[src/rtl/systolic_feeder.sv]
// Edge feeder for an N x N systolic MAC array: skews A/B slices diagonally across lanes
// and closes each job with a per-lane finished pulse followed by zeros.
module systolic_feeder #(
    parameter int unsigned N  = 4,
    parameter int unsigned DW = 32
) (
    input  logic            clk,
    input  logic            rst,
    input  logic            in_valid,
    output logic            in_ready,
    input  logic            in_last,
    input  logic [N*DW-1:0] a_vec,
    input  logic [N*DW-1:0] b_vec,
    output logic [N*DW-1:0] a_out,
    output logic [N*DW-1:0] b_out,
    output logic [N-1:0]    a_fin,
    output logic [N-1:0]    b_fin,
    output logic            done,
    output logic [15:0]     beat_cnt
);

    localparam int unsigned CW = (N > 1) ? $clog2(N) : 1;

    typedef enum logic [1:0] {
        StIdle,
        StStream,
        StFlush
    } state_t;

    state_t          r_state;
    logic [CW-1:0]   r_flush_cnt;
    logic [15:0]     r_beat_cnt;
    logic            r_last_pend;
    logic [N*DW-1:0] r_s0_a;
    logic [N*DW-1:0] r_s0_b;
    logic            r_s0_fin;
    logic            w_accept;

    // rst gates in_ready directly so no slice is offered while reset is held
    assign in_ready = rst && (r_state != StFlush);
    assign w_accept = in_valid && in_ready;
    assign beat_cnt = r_beat_cnt;

    always_ff @(posedge clk or negedge rst) begin
        if (!rst) begin
            r_state     <= StIdle;
            r_flush_cnt <= '0;
            r_beat_cnt  <= '0;
        end else begin
            unique case (r_state)
                StIdle, StStream: begin
                    if (w_accept) begin
                        r_beat_cnt  <= (r_state == StIdle) ? 16'd1 : r_beat_cnt + 16'd1;
                        r_flush_cnt <= '0;
                        r_state     <= in_last ? StFlush : StStream;
                    end
                end
                StFlush: begin
                    if (r_flush_cnt == CW'(N - 1)) begin
                        r_state <= StIdle;
                    end else begin
                        r_flush_cnt <= r_flush_cnt + CW'(1);
                    end
                end
                default: r_state <= StIdle;
            endcase
        end
    end

    // Stage 0: accepted data for one slot, then a fin slot one cycle after the last data
    always_ff @(posedge clk or negedge rst) begin
        if (!rst) begin
            r_s0_a      <= '0;
            r_s0_b      <= '0;
            r_s0_fin    <= 1'b0;
            r_last_pend <= 1'b0;
        end else begin
            r_s0_a      <= w_accept ? a_vec : '0;
            r_s0_b      <= w_accept ? b_vec : '0;
            r_last_pend <= w_accept && in_last;
            r_s0_fin    <= r_last_pend;
        end
    end

    for (genvar i = 0; i < N; i++) begin : g_lane
        if (i == 0) begin : g_direct
            assign a_out[DW-1:0] = r_s0_a[DW-1:0];
            assign b_out[DW-1:0] = r_s0_b[DW-1:0];
            assign a_fin[0]      = r_s0_fin;
            assign b_fin[0]      = r_s0_fin;
        end else begin : g_delay
            logic [DW-1:0] r_a_dly   [i];
            logic [DW-1:0] r_b_dly   [i];
            logic          r_fin_dly [i];

            always_ff @(posedge clk or negedge rst) begin
                if (!rst) begin
                    for (int k = 0; k < i; k++) begin
                        r_a_dly[k]   <= '0;
                        r_b_dly[k]   <= '0;
                        r_fin_dly[k] <= 1'b0;
                    end
                end else begin
                    r_a_dly[0]   <= r_s0_a[i*DW +: DW];
                    r_b_dly[0]   <= r_s0_b[i*DW +: DW];
                    r_fin_dly[0] <= r_s0_fin;
                    for (int k = 1; k < i; k++) begin
                        r_a_dly[k]   <= r_a_dly[k-1];
                        r_b_dly[k]   <= r_b_dly[k-1];
                        r_fin_dly[k] <= r_fin_dly[k-1];
                    end
                end
            end

            assign a_out[i*DW +: DW] = r_a_dly[i-1];
            assign b_out[i*DW +: DW] = r_b_dly[i-1];
            assign a_fin[i]          = r_fin_dly[i-1];
            assign b_fin[i]          = r_fin_dly[i-1];
        end
    end

    assign done = a_fin[N-1];

endmodule
[config.mk]
export PLATFORM = sky130hd
export DESIGN_NAME = systolic_feeder
export DESIGN_NICKNAME = d
export VERILOG_FILES = /design/src/rtl/systolic_feeder.sv
export SDC_FILE = /design/constraint.sdc
export NUM_CORES = 1
export LEC_CHECK = 0
export ABC_AREA = 1
export CAP_MARGIN = 20
export CORE_MARGIN = 1
export CORE_UTILIZATION = 40
export DETAILED_ROUTE_END_ITERATION = 6
export PLACE_DENSITY = 0.68
export SLEW_MARGIN = 20
export SYNTH_ARGS = -nofsm -noshare
export SYNTH_HDL_FRONTEND = slang
export SYNTH_SLANG_ARGS = --single-unit
[constraint.sdc]
create_clock -name clk -period 1.4 [get_ports clk]
set_input_delay 0.14 -clock clk [delete_from_list [all_inputs] [get_ports clk]]
set_output_delay 0.14 -clock clk [all_outputs]
set_load 0.01 [all_outputs]
==> reports/metrics.csv, run 1 <==
stage,metric,value,unit
die,FP Rows,83,
synthesis,Synth Area per Inst,13.62,um^2
worst_setup_path,reg-to-reg critical path startpoint,r_state[0]$_DFFE_PN0P_,
worst_setup_path,R2R depth,7,
grt,largest net degree at the start of global routing,112,
synthesis,Cell variety after synth,22,
synthesis,synth cell count leaders,"dfrtp_1, nor2_1, inv_1",
die,I/O pins,542,
final_layout,area growth from synthesis to final layout,35.81,%
placement,Port-buffer cells,541,
pwr,P_leak,15.11,nW
clocking,total CTS buffers,69,
synthesis,Area contributors post-synth,"dfrtp_1, buf_4, nor2_1",
clocking,TritonCTS clock tree,yes,
pwr,pwr dens,1532,mW/mm^2
sta,fin. max-slew vios,0,
hold_path,Worst Hold Path Cells,3,
pwr,Int Power,33.63,mW
sta,crit path time final,1467,ps
sta,part of the cycle the worst path needs,1.048,
worst_setup_path,Worst Path Max Fanout,3,
pwr,Clock power frac,0.418,
synthesis,main combinational cell family by area after synthesis,buffers and inverters,
placement,Final HPWL DP,29.68,mm
sta,fmax,681.7,MHz
grt,first-pass GRT wire length,67.34,mm
synthesis,synth warn,0,
pwr,Sw Pwr,10.00,mW
worst_setup_path,WP data arrival,1330,ps
route,Routed Antenna Nets,0,
sta,Setup TNS Final,-86.59,ps
synthesis,Yosys top cell area share,0.7934,
sta,RSZ-0062 raised after global routing,true,
worst_setup_path,worst path required time,1260,ps
synthesis,post-synthesis mux area share,0,
flow_run,Max-cap violations,0,
die,Die Area,0.05336,mm^2
synthesis,Gate Count Post-Synth,1540,
final_layout,fill cell count,4133,
worst_setup_path,Crit Path Category,reg -> out,
sta,Final Hold Fails,0,
final_layout,layout cells sized above 1,0.1466,
synthesis,"Primary FF master, synth",dfrtp_1,
clocking,H-tree levels,3,
route,initial DRC count,629,
route,drt drc,0,
pwr,worst IR drop on VDD,1.144,mV
synthesis,Seq cells post-synth,665,
sta,Clock Skews,16.82,ps
pwr,sw frac,0.2292,
sta,Slew headroom,0.6518,
clocking,Clock Latency Late Sink,580,ps
synthesis,"count leader, synth",dfrtp_1,
grt,GRT Total Usage,0.1655,
synthesis,"EDFF count, synth",0,
die,CORE AREA,0.05151,mm^2
status,violated checks,setup timing,
hold_path,Hold Crit Start,a_vec[19],
synthesis,Adder-Cell Fraction of Synth Area,0.001193,
synthesis,largest area contributor in the synthesized netlist,dfrtp_1,
route,Via Count,11226,
sta,final worst slack,-66.93,ps
route,via/cell ratio,4.126,
synthesis,fraction of synthesized cell area in xor and xnor cells,0,
sta,final setup fails,2,
die,DIE WIDTH,231.0,um
grt,number of global-route vias before repair,12269,
final_layout,nets@finish,2255,
pwr,sequential share of power,0.485,
die,Die Y,231.0,um
die,Initial Util,0.4072,
synthesis,mapped cell area,0.02098,mm^2
synthesis,asr flop ratio synth,1.000,
worst_setup_path,CP Launch Type,flip-flop,
clocking,CTS max path bufs,3,
worst_setup_path,Crit. End Element,output port,
grt,GRT overflow,0,
worst_setup_path,Worst setup startpoint,r_state[0]$_DFFE_PN0P_,
clocking,CTS Sinks,665,
synthesis,syn_nets,1802,
route,Post-Route WL,43.17,mm
placement,gp weighted congestion,0.8174,
grt,initial antenna violation count,4,
synthesis,post-synthesis compound-gate area fraction,0.004653,
clocking,Root Driver,clkbuf_16,
pwr,"Power, Total",43.63,mW
clocking,Worst-path clk slew,60,ps
synthesis,Simple-Gate Fraction of Synth Area,0.06663,
status,status,"finished, violations left",
hold_path,Hold Crit Class,in -> reg,
sta,Slew @ Worst Pin,522.3,ps
route,drt wl/cell,15.87,um
route,Detailed Routing Iterations Pass 1,4,
pwr,part of the power in combinational logic,0.097,
synthesis,sequential area share after synthesis,0.7934,
-- worst paths after layout --
| path | to | slack (ps) |
|---|---|---|
| min in group asynchronous | r_s0_a[69]$_DFF_PN0_ | 420 |
| max in group asynchronous | g_lane[3].g_delay.r_a_dly[76]$_DFF_PN0_ | 210 |
| worst min register to register | b_out[65]$_DFF_PN0_ | 330 |
| worst max-delay path | in_ready | -70 |
| worst max register to register | r_s0_a[95]$_DFF_PN0_ | 10 |
| worst min-delay path | r_s0_a[19]$_DFF_PN0_ | 60 |
-- sequential cells by signal, indices dropped and copies added, names as in the netlist --
name,flops
g_lane.g_delay.r_b_dly,128
r_s0_fin,1
r_state,2
done,1
g_lane.g_delay.r_a_dly,128
r_s0_a,128
r_s0_b,128
beat_cnt,16
r_last_pend,1
b_out,64
r_flush_cnt,2
a_out,64
g_lane.g_delay.r_fin_dly,2
-- power groups by stage --
stage	clock network [mW]	logic [mW]	registers, mW
5_1_grt	19.5	4.66	21.3
6_report	18.2	4.25	21.2
4_1_cts	18.7	4.25	21.2
3_5_place_dp	0	4.42	21.5
3_3_place_gp	0	4.34	21.4
2_1_floorplan	0	1.93	21.4
-- timing repair --
item                                    CTS  global route
endpoints found under the setup margin  284           220
hold buffers                              1             0
pin swaps                                 1             6
setup buffers                            19             5
endpoints found under the hold margin   496             0
gates resized for setup                 643            59
-- area by class of cell --
type / count / area, um^2 / share of cell area
Timing Repair Buffer: 613 / 6081 / 0.2135
Antenna cell: 1 / 2.502 / 0.00008784
Clock buffer: 93 / 1957 / 0.06869
Tap cell: 680 / 850.8 / 0.02987
Sequential cell: 665 / 16640 / 0.5843
Multi-Input combinational cell: 375 / 1595 / 0.05600
Inverter: 269 / 1015 / 0.03562
Clock inverter: 25 / 341.6 / 0.01199
-- metrics by stage --
step           hold slack, ps  worst slack (ps)    util  area [um^2]  std cells
2_1_floorplan          -155.6             61.45       -        20980       1540
3_3_place_gp            221.4            -79.39  0.5053        26030       2577
4_1_cts                 12.27            -151.6  0.5527        28470       2715
3_5_place_dp            220.2            -95.62  0.5053        26030       2577
5_1_grt                 31.24            -153.7  0.5530        28480       2720
6_report                64.00            -66.93  0.5531        28490       2721
-- kinds of logic (layout without fill, tap and decap cells) --
group / after synthesis / after routing
buffers and inverters: 500 / 1000
other: 0 / 1
AND/OR/NAND/NOR: 354 / 354
AO/OA/AOI/OAI: 19 / 19
flip-flops: 665 / 665
adder cells (fa/ha/maj): 2 / 2
-- per-layer routing --
metal  up-vias  part of all wire  global-route usage
met5         -           0.00093                   0
met4         6             0.027             0.06747
met3        84             0.068             0.04780
met2       362              0.52              0.2798
met1      5620              0.39              0.1983
li1       5154                 -                   -
-- critical path, stage by stage, from the launching register on --
cell     delay [ps]
dfrtp_1         400
inv_2            80
nand2_4          50
inv_2            50
nor2_1           30
buf_2           130
-- cells in the final DEF (no fill, tap or decap), drive strengths merged --
cell type	synthesis	layout
bufinv	0	5
nand4	2	2
clkinvlp	0	4
nand2	42	42
ha	2	2
clkdlybuf4s50	0	258
inv	269	275
dlygate4sd2	0	12
clkinv	0	10
nor2	292	292
buf	227	91
or2	1	1
dlygate4sd3	0	1
clkdlybuf4s15	0	228
diode	0	1
o21ai	6	6
clkbuf	4	116
dfrtp	665	665
nand3	17	17
a21oi	12	12
a22oi	1	1
No activity file was read; power rests on OpenSTA's default activity.
==> run 2: changes to the inputs <==
--- a/config.mk
+++ b/config.mk
@@ -9,7 +9,9 @@
 export CAP_MARGIN = 20
 export CORE_MARGIN = 1
 export CORE_UTILIZATION = 40
+export CTS_BUF_LIST = sky130_fd_sc_hd__clkbuf_4 sky130_fd_sc_hd__clkbuf_8
 export DETAILED_ROUTE_END_ITERATION = 6
+export GPL_TIMING_DRIVEN = 0
 export PLACE_DENSITY = 0.68
 export SLEW_MARGIN = 20
 export SYNTH_ARGS = -nofsm -noshare
==> run 2 against run 1 <==
The run ends with hold timing, setup timing left. Combinational power increased by 27%. Sequential share of layout area decreased by 6.0 points. Die area unchanged. Sequential cell count unchanged. Register-to-register slack got worse by 100 ps. Global-route usage increased by 2.7 points. Worst setup slack got worse by 83 ps. Worst hold slack got worse by 230 ps. Cell count increased by 13%. Core utilization increased by 6.4 points. Sequential power about the same. Largest cell class unchanged. Largest power group unchanged. Highest routed layer unchanged.
==> reports/metrics.csv, run 2 (synthesis gave the netlist of run 1 again) <==
stage,metric,value,unit,change
worst_setup_path,critical path depth,3,,-2
placement,Port-buffer cells,541,,unchanged
worst_setup_path,Crit Path Category,reg -> out,,
die,I/O pins,542,,unchanged
grt,first-pass GRT wire length,77.81,mm,+16%
sta,hold_ws,-168.4,ps,-232.4 ps
route,drt drc,0,,unchanged
worst_setup_path,Worst setup endpoint,a_fin[0],,
status,violated checks,"hold timing, setup timing",,
worst_setup_path,CP Launch Type,flip-flop,,
final_layout,nets@finish,2570,,+14%
final_layout,area growth from synthesis to final layout,51.48,%,
sta,final worst slack,-150.4,ps,-83.47 ps
final_layout,fill cell count,3682,,-11%
sta,RSZ-0062 raised after global routing,true,,
placement,Final HPWL DP,31.06,mm,+4.6%
route,drt wl/cell,16.85,um,+6.2%
pwr,pwr dens,1411,mW/mm^2,-7.9%
flow_run,Max-cap violations,0,,unchanged
worst_setup_path,WP data arrival,1410,ps,+80 ps
route,Via Count,12644,,+13%
clocking,CTS Sinks,665,,unchanged
die,FP Rows,83,,unchanged
worst_setup_path,buffers plus inverters on the worst setup path,3,,unchanged
route,via/cell ratio,4.115,,-0.27%
placement,Inst Count DP,2768,,+7.4%
worst_setup_path,reg-to-reg critical path startpoint,r_state[1]$_DFFE_PN0P_,,
sta,Setup TNS Final,-1411,ps,-1324 ps
final_layout,"most common cell after layout, fill and taps aside",dfrtp_1,,
die,CORE AREA,0.05151,mm^2,unchanged
pwr,worst IR drop on VDD,0.8698,mV,-24%
grt,GRT overflow,0,,unchanged
sta,final setup fails,35,,+33
clocking,Clock Latency Late Sink,680,ps,+100 ps
final_layout,"leading cell types in the layout, fill and taps excluded","dfrtp_1, nor2_1, inv_1",,
route,initial DRC count,588,,-6.5%
placement,gp weighted congestion,0.8174,,unchanged
final_layout,non-filler cells in the finished layout,3073,,+13%
sta,crit path time final,1550,ps,+83.47 ps
final_layout,Util after Layout,0.6168,,+0.06379
worst_setup_path,R2R depth,5,,-2
die,Die Y,231.0,um,unchanged
sta,fmax,645.0,MHz,-5.4%
grt,GRT Total Usage,0.1929,,+0.02736
worst_setup_path,crit-path most repeated cell,buf_6,,
worst_setup_path,"setup slack, reg-to-reg",-90,ps,-100 ps
sta,Clock Skews,44.33,ps,+27.51 ps
status,status,"finished, violations left",,
sta,Slew headroom,0.4602,,-0.1916
sta,Slew @ Worst Pin,809.7,ps,+287.5 ps
worst_setup_path,CP Cell Sequence,buf_6 -> buf_6 -> buf_6,,
final_layout,layout cells sized above 1,0.2465,,+0.09998
clocking,Worst-path clk slew,60,ps,about the same
worst_setup_path,Crit. End Element,output port,,
die,Die Area,0.05336,mm^2,unchanged
route,Routed Antenna Nets,0,,unchanged
worst_setup_path,worst path required time,1260,ps,about the same
die,Initial Util,0.4072,,unchanged
grt,largest net degree at the start of global routing,99,,-12%
pwr,P_leak,16.93,nW,+12%
clocking,TritonCTS clock tree,yes,,
worst_setup_path,reg-to-reg endpoint,r_s0_b[43]$_DFF_PN0_,,
worst_setup_path,Crit-path slowest cell,dfrtp_1,,
clocking,total CTS buffers,106,,+54%
sta,Final Hold Fails,97,,+97
hold_path,Hold Crit Class,in -> async,,
route,Post-Route WL,51.79,mm,+20%
die,DIE WIDTH,231.0,um,unchanged
clocking,H-tree levels,3,,unchanged
worst_setup_path,Worst setup startpoint,r_s0_fin$_DFF_PN0_,,
clocking,CTS max path bufs,3,,unchanged
grt,initial antenna violation count,3,,-1
worst_setup_path,Worst Path Max Fanout,2,,-1
grt,number of global-route vias before repair,14278,,+16%
route,Detailed Routing Iterations Pass 1,5,,+1
worst_setup_path,largest stage delay on the critical path,420,ps,+20 ps
worst_setup_path,CP top delay family,flip-flops,,
clocking,Root Driver,clkbuf_8,,
sta,part of the cycle the worst path needs,1.107,,+0.05962
sta,fin. max-slew vios,0,,unchanged
==> run 2: changes by cell type in the layout (fill, tap and decap cells not counted), moves of 10 or more <==
cell,change
buf_12,-13
buf_16,+10
buf_2,+39
buf_4,-17
buf_6,+250
clkbuf_1,-10
clkbuf_16,-67
clkbuf_2,-20
clkbuf_4,+32
clkbuf_8,+115
clkdlybuf4s15_1,-176
clkdlybuf4s15_2,-52
dlygate4sd2_1,-12
dlygate4sd3_1,+259
==> run 2: how the worst min path moves through the flow <==
stage / end / slack (ps) / depth (start not counted)
final: r_s0_b[90]$_DFF_PN0_ / -170 / 5
after global routing: r_s0_b[90]$_DFF_PN0_ / -200 / 5
after CTS: r_s0_b[80]$_DFF_PN0_ / -580 / 3
after detailed placement: g_lane[2].g_delay.r_b_dly[46]$_DFF_PN0_ / 40 / 1
after global placement: a_out[94]$_DFF_PN0_ / 330 / 0
after floorplan: a_out[100]$_DFF_PN0_ / -160 / 0
==> run 2: worst reg2reg max path: stages (launching register included) <==
cell and delay, ps:
dfrtp_1 410, nand2_4 100, nand3_2 250, buf_6 290, buf_6 170, nor2_1 190
==> run 2: repair_timing <==
item                                    in CTS  in global routing
gates resized for setup                   1453                 37
buffers inserted                            25                  6
endpoints found under the setup margin     661                443
pin swaps                                    3                  8
gates cloned                                 5                  2
hold buffers                               258                 10
endpoints found under the hold margin      543                215
==> run 2: cell type report <==
class	count	area (um^2)	area share
clock buffer	161	2016	0.06344
antenna	4	10.01	0.0003150
sequential	665	16640	0.5239
tap	680	850.8	0.02678
multi-input combinational	375	1598	0.05029
clock inverter	28	382.9	0.01205
timing repair buffer	854	8864	0.2790
inverter	269	1015	0.03194
buffer	37	392.9	0.01237
==> run 2: per-stage QoR <==
step | worst slack [ps] | instance area (um^2) | power, mW
finish | -150.4 | 31770 | 44.83
global route | -242.9 | 31770 | 46.83
CTS | -236.8 | 31370 | 45.09
detailed placement | -1238 | 27440 | 26.44
global placement | -27930 | 27240 | 25.77
floorplan | 61.45 | 20980 | 23.37
==> run 2: report_power, final <==
part	total, mW	switching [mW]	internal (mW)
combinational	5.39	2.44	2.95
sequential	21.3	0.585	20.7
clock	18.2	7.47	10.7
==> run 2: layer usage <==
layer  track usage  up-vias  wire length, um
met2        0.3251      447            26290
met5             0        -               17
li1              -     5807                -
met3       0.05262      124             3299
met1        0.2267     6264            20260
met4       0.09685        2             1928
